[config.mk]
export PLATFORM = sky130hd
export DESIGN_NAME = dir_cmd_scheduler
export DESIGN_NICKNAME = d
export VERILOG_FILES = /design/src/rtl/snake_pkg.sv /design/src/rtl/button_debouncer.sv /design/src/rtl/dir_cmd_scheduler.sv
export SDC_FILE = /design/constraint.sdc
export NUM_CORES = 1
export LEC_CHECK = 0
export CAP_MARGIN = 20
export CORE_MARGIN = 4
export CORE_UTILIZATION = 40
export DETAILED_ROUTE_END_ITERATION = 8
export GPL_ROUTABILITY_DRIVEN = 1
export GPL_TIMING_DRIVEN = 0
export PLACE_DENSITY = 0.59
export SKIP_CTS_REPAIR_TIMING = 1
export SYNTH_ARGS = -nofsm -noshare
export SYNTH_HDL_FRONTEND = slang
export SYNTH_SLANG_ARGS = --single-unit
export TNS_END_PERCENT = 50
[constraint.sdc]
create_clock -name clk -period 4.48 [get_ports clk]
set_input_delay 0.896 -clock clk [delete_from_list [all_inputs] [get_ports clk]]
set_output_delay 0.896 -clock clk [all_outputs]
set_load 0.02 [all_outputs]
[src/rtl/snake_pkg.sv]
// Shared snake-game definitions: direction encodings, bluetooth command
// bytes, game-state codes and a small bluetooth decode helper.
package snake_pkg;

    typedef enum logic [1:0] {
        DIR_RIGHT = 2'b00,
        DIR_DOWN  = 2'b01,
        DIR_LEFT  = 2'b10,
        DIR_UP    = 2'b11
    } dir_t;

    typedef enum logic [2:0] {
        GS_INIT  = 3'd0,
        GS_GAME  = 3'd1,
        GS_START = 3'd2,
        GS_LOSE  = 3'd3,
        GS_WIN   = 3'd4
    } game_state_t;

    localparam logic [7:0] BT_UP    = 8'h55;
    localparam logic [7:0] BT_LEFT  = 8'h48;
    localparam logic [7:0] BT_DOWN  = 8'h4A;
    localparam logic [7:0] BT_RIGHT = 8'h4B;

    typedef struct packed {
        logic valid;
        dir_t dir;
    } bt_cmd_t;

    // Map a received byte onto a direction; valid is low for any other byte.
    function automatic bt_cmd_t bt_decode(input logic [7:0] b);
        bt_cmd_t r;
        r.valid = 1'b1;
        r.dir   = DIR_RIGHT;
        case (b)
            BT_UP:    r.dir = DIR_UP;
            BT_LEFT:  r.dir = DIR_LEFT;
            BT_DOWN:  r.dir = DIR_DOWN;
            BT_RIGHT: r.dir = DIR_RIGHT;
            default:  r.valid = 1'b0;
        endcase
        return r;
    endfunction

    // Opposite heading: flipping bit 1 swaps right/left and down/up.
    function automatic dir_t dir_reverse(input dir_t d);
        return dir_t'(d ^ 2'b10);
    endfunction

endpackage

[src/rtl/button_debouncer.sv]
// Two-flop synchroniser, counter debouncer and rising-edge detector for one
// raw push button. press pulses for one clk when the debounced level rises.
import snake_pkg::*;

module button_debouncer #(
    parameter int unsigned DEBOUNCE_CYCLES = 1000000
) (
    input  logic clk,
    input  logic rst,
    input  logic button,
    output logic press
);

    localparam int unsigned CW = (DEBOUNCE_CYCLES > 1) ? $clog2(DEBOUNCE_CYCLES) : 1;
    localparam logic [CW-1:0] LAST = CW'(DEBOUNCE_CYCLES - 1);

    logic          sync_q1;
    logic          sync_q2;
    logic          level;
    logic [CW-1:0] count;

    // Bring the asynchronous button into the clk domain.
    always_ff @(posedge clk or posedge rst) begin
        if (rst) begin
            sync_q1 <= 1'b0;
            sync_q2 <= 1'b0;
        end else begin
            sync_q1 <= button;
            sync_q2 <= sync_q1;
        end
    end

    // Count consecutive samples that disagree with the debounced level; flip on the last one.
    always_ff @(posedge clk or posedge rst) begin
        if (rst) begin
            count <= '0;
            level <= 1'b0;
            press <= 1'b0;
        end else begin
            press <= 1'b0;
            if (sync_q2 == level) begin
                count <= '0;
            end else if (count == LAST) begin
                count <= '0;
                level <= sync_q2;
                press <= sync_q2;
            end else begin
                count <= count + CW'(1);
            end
        end
    end

endmodule

[src/rtl/dir_cmd_scheduler.sv]
// Snake direction command scheduler: merges debounced board buttons and
// bluetooth bytes into one command per cycle, filters no-op and reversing
// turns, and queues accepted turns so each step_tick applies the next one.
import snake_pkg::*;

module dir_cmd_scheduler #(
    parameter int unsigned DEBOUNCE_CYCLES = 1000000,
    parameter int unsigned DEPTH           = 4
) (
    input  logic       clk,
    input  logic       rst,
    input  logic       right,
    input  logic       down,
    input  logic       left,
    input  logic       up,
    input  logic [7:0] bluetooth_data,
    input  logic       step_tick,
    input  logic       game_active,
    output logic [1:0] new_direction,
    output logic [3:0] pending,
    output logic       cmd_accept,
    output logic       cmd_drop
);

    localparam int unsigned PW        = (DEPTH > 1) ? $clog2(DEPTH) : 1;
    localparam logic [3:0]  DEPTH_CNT = 4'(DEPTH);

    // Bit index equals the direction code of that button.
    logic [3:0] buttons;
    logic [3:0] press;

    assign buttons = {up, left, down, right};

    for (genvar i = 0; i < 4; i++) begin : g_btn
        button_debouncer #(
            .DEBOUNCE_CYCLES(DEBOUNCE_CYCLES)
        ) u_deb (
            .clk    (clk),
            .rst    (rst),
            .button (buttons[i]),
            .press  (press[i])
        );
    end

    logic [7:0] bt_prev;
    bt_cmd_t    bt_dec;
    logic       bt_new;

    assign bt_dec = bt_decode(bluetooth_data);
    assign bt_new = bt_dec.valid && (bluetooth_data != bt_prev);

    // Remember the last recognised bluetooth code, even if its command loses or is ignored.
    always_ff @(posedge clk or posedge rst) begin
        if (rst) begin
            bt_prev <= '0;
        end else if (bt_dec.valid) begin
            bt_prev <= bluetooth_data;
        end
    end

    logic cmd_valid;
    dir_t cmd_dir;

    // Fixed-priority pick of at most one command per cycle.
    always_comb begin
        cmd_valid = 1'b1;
        cmd_dir   = DIR_RIGHT;
        if (press[0]) begin
            cmd_dir = DIR_RIGHT;
        end else if (press[1]) begin
            cmd_dir = DIR_DOWN;
        end else if (press[2]) begin
            cmd_dir = DIR_LEFT;
        end else if (press[3]) begin
            cmd_dir = DIR_UP;
        end else if (bt_new) begin
            cmd_dir = bt_dec.dir;
        end else begin
            cmd_valid = 1'b0;
        end
    end

    dir_t          fifo_mem [DEPTH];
    logic [PW-1:0] wr_ptr;
    logic [PW-1:0] rd_ptr;
    logic [3:0]    count;
    dir_t          ref_dir;
    logic          full;
    logic          cmd_ok;
    logic          push;
    logic          pop;
    logic          drop;

    // Turn filter against the heading the snake will have when this command runs, plus queue control.
    always_comb begin
        ref_dir = (count != '0) ? fifo_mem[wr_ptr - PW'(1)] : dir_t'(new_direction);
        full    = (count == DEPTH_CNT);
        cmd_ok  = cmd_valid && game_active &&
                  (cmd_dir != ref_dir) && (cmd_dir != dir_reverse(ref_dir));
        pop     = game_active && step_tick && (count != '0);
        // A tick on a full queue frees the head slot in the same edge, so the push still fits.
        push    = cmd_ok && (!full || step_tick);
        drop    = cmd_ok && full && !step_tick;
    end

    // Queue storage; only entries below count are ever read.
    always_ff @(posedge clk) begin
        if (push) begin
            fifo_mem[wr_ptr] <= cmd_dir;
        end
    end

    // Pointers, occupancy, applied direction and status pulses.
    always_ff @(posedge clk or posedge rst) begin
        if (rst) begin
            wr_ptr        <= '0;
            rd_ptr        <= '0;
            count         <= '0;
            new_direction <= DIR_RIGHT;
            cmd_accept    <= 1'b0;
            cmd_drop      <= 1'b0;
        end else begin
            cmd_accept <= push;
            cmd_drop   <= drop;
            if (!game_active) begin
                wr_ptr        <= '0;
                rd_ptr        <= '0;
                count         <= '0;
                new_direction <= DIR_RIGHT;
            end else begin
                if (push) begin
                    wr_ptr <= wr_ptr + PW'(1);
                end
                if (pop) begin
                    rd_ptr        <= rd_ptr + PW'(1);
                    new_direction <= fifo_mem[rd_ptr];
                end
                case ({push, pop})
                    2'b10:   count <= count + 4'd1;
                    2'b01:   count <= count - 4'd1;
                    default: count <= count;
                endcase
            end
        end
    end

    assign pending = count;

endmodule

==> out/qor_table.md <==
| Metric | Value | Unit |
|---|---|---|
| Outcome | finished, final reports clean | - |
| Clock tree skew after final layout | 6.90 | ps |
| Avg Synthesized Cell Area | 10.2 | sq um |
| H-Tree Depth | 4 | - |
| Final cycle utilization of the critical path | 0.815 | - |
| Number of flops mapped to enable cells by yosys | 8 | - |
| Number of top-level pins | 24 | - |
| Number of global-route vias before repair | 4290 | - |
| Largest net degree at the start of global routing | 86 | - |
| Drt via density | 5.14 | - |
| Worst reg2reg path startpoint | wr_ptr[0] | - |
| Power Density | 395 | nW/um^2 |
| FP Rows | 44 | - |
| Area share of the leading cell type in the synthesized netlist | 0.486 | - |
| Worst rel slew slack | 0.560 | - |
| Fraction of registers with async set or reset after synthesis | 0.935 | - |
| Main synth FF type | sky130_fd_sc_hd__dfrtp_1 | - |
| Worst Min Path Start | g_btn[3].u_deb.sync_q1 | - |
| Total of flip-flops plus latches after synthesis | 124 | - |
| Final critical delay including setup and external delays | 3650 | ps |
| Leakage power total | 2.98 | nW |
| Total Power | 0.00276 | W |
| Total number of vias | 4213 | - |
| Synthesis warning total | 0 | - |
| Arrival time of the worst setup path | 3930 | ps |
| Global Route Usage Sum | 0.146 | - |
| Hold Violations, Final | 0 | - |
| Last weighted congestion value of the routability-driven placer | 0.802 | - |
| Dominant cell by count in the synthesized netlist | sky130_fd_sc_hd__dfrtp_1 | - |
| CTS tree | yes | - |
| Initial core utilization | 0.409 | - |
| Depth of the worst register-to-register path | 14 | - |
| Layout overhead on the synthesized area | 17.2 | % |
| Final Slew Violations | 0 | - |
| Insertion delay to the later sink of the worst-skew pair | 410 | ps |
| Die area | 16900 | sq um |
| Worst ir drop on vdd | 286 | uV |
| Total congestion overflow after global routing | 0 | - |
| Library cell with the largest summed area after synthesis | sky130_fd_sc_hd__dfrtp_1 | - |
| Initial antenna violation count | 0 | - |
| Transition at the pin with the smallest max-transition slack | 653 | ps |
| Detailed Route Iter0 Violations | 182 | - |
| Cell Area, Synth | 5970 | sq um |
| Wirelength per Cell | 13.5 | microns |
| Worst setup SP type | input pin | - |
| Worst hold path cell count | 0 | - |
| Cell at the root of the clock tree | sky130_fd_sc_hd__clkbuf_16 | - |
| Number of iterations in the first detailed-routing pass | 4 | - |
| Post-Layout Cell Count | 820 | - |
| Fmax | 274 | MHz |
| Fraction of final layout cells sized beyond drive strength 1 | 0.0723 | - |
| Min-Delay Endpoint | g_btn[3].u_deb.sync_q2 | - |
| Final setup violation count | 0 | - |
| R2R Path End | pending[3] | - |
| Worst-path maximum fanout | 9 | - |
| Half-perimeter wire length after placement | 7550 | microns |
| Die height | 130 | microns |
| Antenna Cells | 0 | - |
| Horiz. Die Dim | 130 | microns |
| Remaining antenna violation count | 0 | - |
| Number of nets produced by synthesis | 610 | - |
| Floorplan core area | 14600 | sq um |
| Gate count of the mapped netlist | 584 | - |
| Type of the tightest min-delay check | register to register | - |
| Commonest cells in the netlist | sky130_fd_sc_hd__dfrtp_1 (116), sky130_fd_sc_hd__nor2_1 (98), sky130_fd_sc_hd__xnor2_1 (49) | - |
| Start-to-end type of the worst setup path | input pin to register | - |
| Ranking of synthesized cells by area | sky130_fd_sc_hd__dfrtp_1 (49%), sky130_fd_sc_hd__xnor2_1 (7.2%), sky130_fd_sc_hd__nor2_1 (6.2%) | - |
| TritonCTS buffer count | 17 | - |
| Clk sinks | 124 | - |
| TNS Setup | 0 | ps |
| Critical path capture point type | register | - |
| Total detailed-routing wirelength | 11100 | microns |
| Maximum count of clock buffers along a single path | 2 | - |
| Number of placed instances with taps included | 791 | - |
| WHS | 348 | ps |
| Distinct cells, synth | 47 | - |
| Sequential-to-total area share from yosys stat | 0.526 | - |
| Number of max-cap violations | 0 | - |
| Post-route DRC violation count | 0 | - |
| Required time worst endpoint | 4760 | ps |
| FF-to-FF setup slack | 1210 | ps |
| Clock input transition at the sequential cells of the worst setup and hold paths | 50 | ps |
| IO buf count | 22 | - |
| First-pass GRT wire length | 19600 | microns |
| Setup repair after global routing missed its margin | no | - |
| Nets@finish | 652 | - |
layout make-up:
cell class,instances,area (sq um)
Sequential cell,124,3140
Inverter,16,65.1
Buffer,14,62.6
Tap cell,184,230
Fill cell,1324,7590
Timing Repair Buffer,23,248
Clock inverter,1,5.00
Clock buffer,28,537
Multi-Input combinational cell,430,2710
critical path, stage by stage:
cell and delay (ps):
sky130_fd_sc_hd__clkdlybuf4s50_1 580, sky130_fd_sc_hd__and4bb_2 290, sky130_fd_sc_hd__a22oi_1 490, sky130_fd_sc_hd__o31ai_1 200
sky130_fd_sc_hd__o211a_1 150, sky130_fd_sc_hd__buf_6 140, sky130_fd_sc_hd__nor2_1 180, sky130_fd_sc_hd__ha_1 320
sky130_fd_sc_hd__a21oi_1 160, sky130_fd_sc_hd__nand2_1 80, sky130_fd_sc_hd__and3_1 200, sky130_fd_sc_hd__o21bai_1 140
sky130_fd_sc_hd__nand3_1 100
cell families (layout without fill, tap and decap cells):
group,Yosys count,count (layout),synth area share
AND/OR/NAND/NOR,281,281,0.240
flip-flops,124,124,0.526
XOR/XNOR,76,76,0.114
AO/OA/AOI/OAI,53,53,0.0545
buffers and inverters,30,82,0.0205
adder cells (fa/ha/maj),10,10,0.0210
multiplexers,10,10,0.0241
how the worst max path moves through the flow:
| stage | from | to | slack [ps] |
|---|---|---|---|
| 2_1_floorplan | rst | bt_prev[0] | 510 |
| 3_3_place_gp | rst | g_btn[3].u_deb.count[9] | -1250 |
| 3_5_place_dp | bluetooth_data[1] | pending[3] | 440 |
| 4_1_cts | bluetooth_data[6] | pending[3] | 870 |
| 5_1_grt | bluetooth_data[1] | pending[3] | 580 |
| 6_report | bluetooth_data[1] | pending[3] | 830 |
report_power, final:
part | switching [W] | leakage, nW | total (W) | internal, W
clock network | 0.000445 | 0.268 | 0.00124 | 0.000799
registers | 0.0000414 | 1.65 | 0.00121 | 0.00117
logic | 0.000166 | 1.05 | 0.000304 | 0.000137
total | 0.000652 | 2.98 | 0.00276 | 0.00211
through the flow:
stage	setup slack, ps	area [sq um]	utilization
3_3_place_gp	-1250	6420	0.440
6_report	827	7000	0.480
5_1_grt	583	7000	0.480
2_1_floorplan	512	5970	-
4_1_cts	869	7000	0.480
3_5_place_dp	437	6450	0.442
layout by cell type (no fill, tap or decap), drive strengths merged, types with 10 or more instances in the layout:
master,synthesis,layout
nor2,98,98
inv,16,16
ha,10,10
and3,21,21
nand4,13,13
and2,10,10
nand2,34,34
a21oi,16,16
xor2,26,26
xnor2,49,49
or3,14,14
dfrtp,116,116
clkbuf,11,39
nand3,41,41
o21ai,21,21
clkdlybuf4s50,0,22
registers in the layout (all words and copies together), names as in the netlist:
name / flops
new_direction: 2
rd_ptr: 2
pending: 4
cmd_drop: 1
g_btn.u_deb.level: 4
fifo_mem: 8
g_btn.u_deb.sync_q2: 4
g_btn.u_deb.press: 4
g_btn.u_deb.count: 80
wr_ptr: 2
cmd_accept: 1
g_btn.u_deb.sync_q1: 4
bt_prev: 8
per-layer routing:
metal | up-vias | GRT usage | wire, microns
met5 | - | 0 | 0
met4 | 0 | 0.0483 | 185
met3 | 15 | 0.0540 | 367
met2 | 43 | 0.234 | 5300
met1 | 2072 | 0.182 | 5260
li1 | 2083 | - | -
Power figures use the tool's default switching activity.
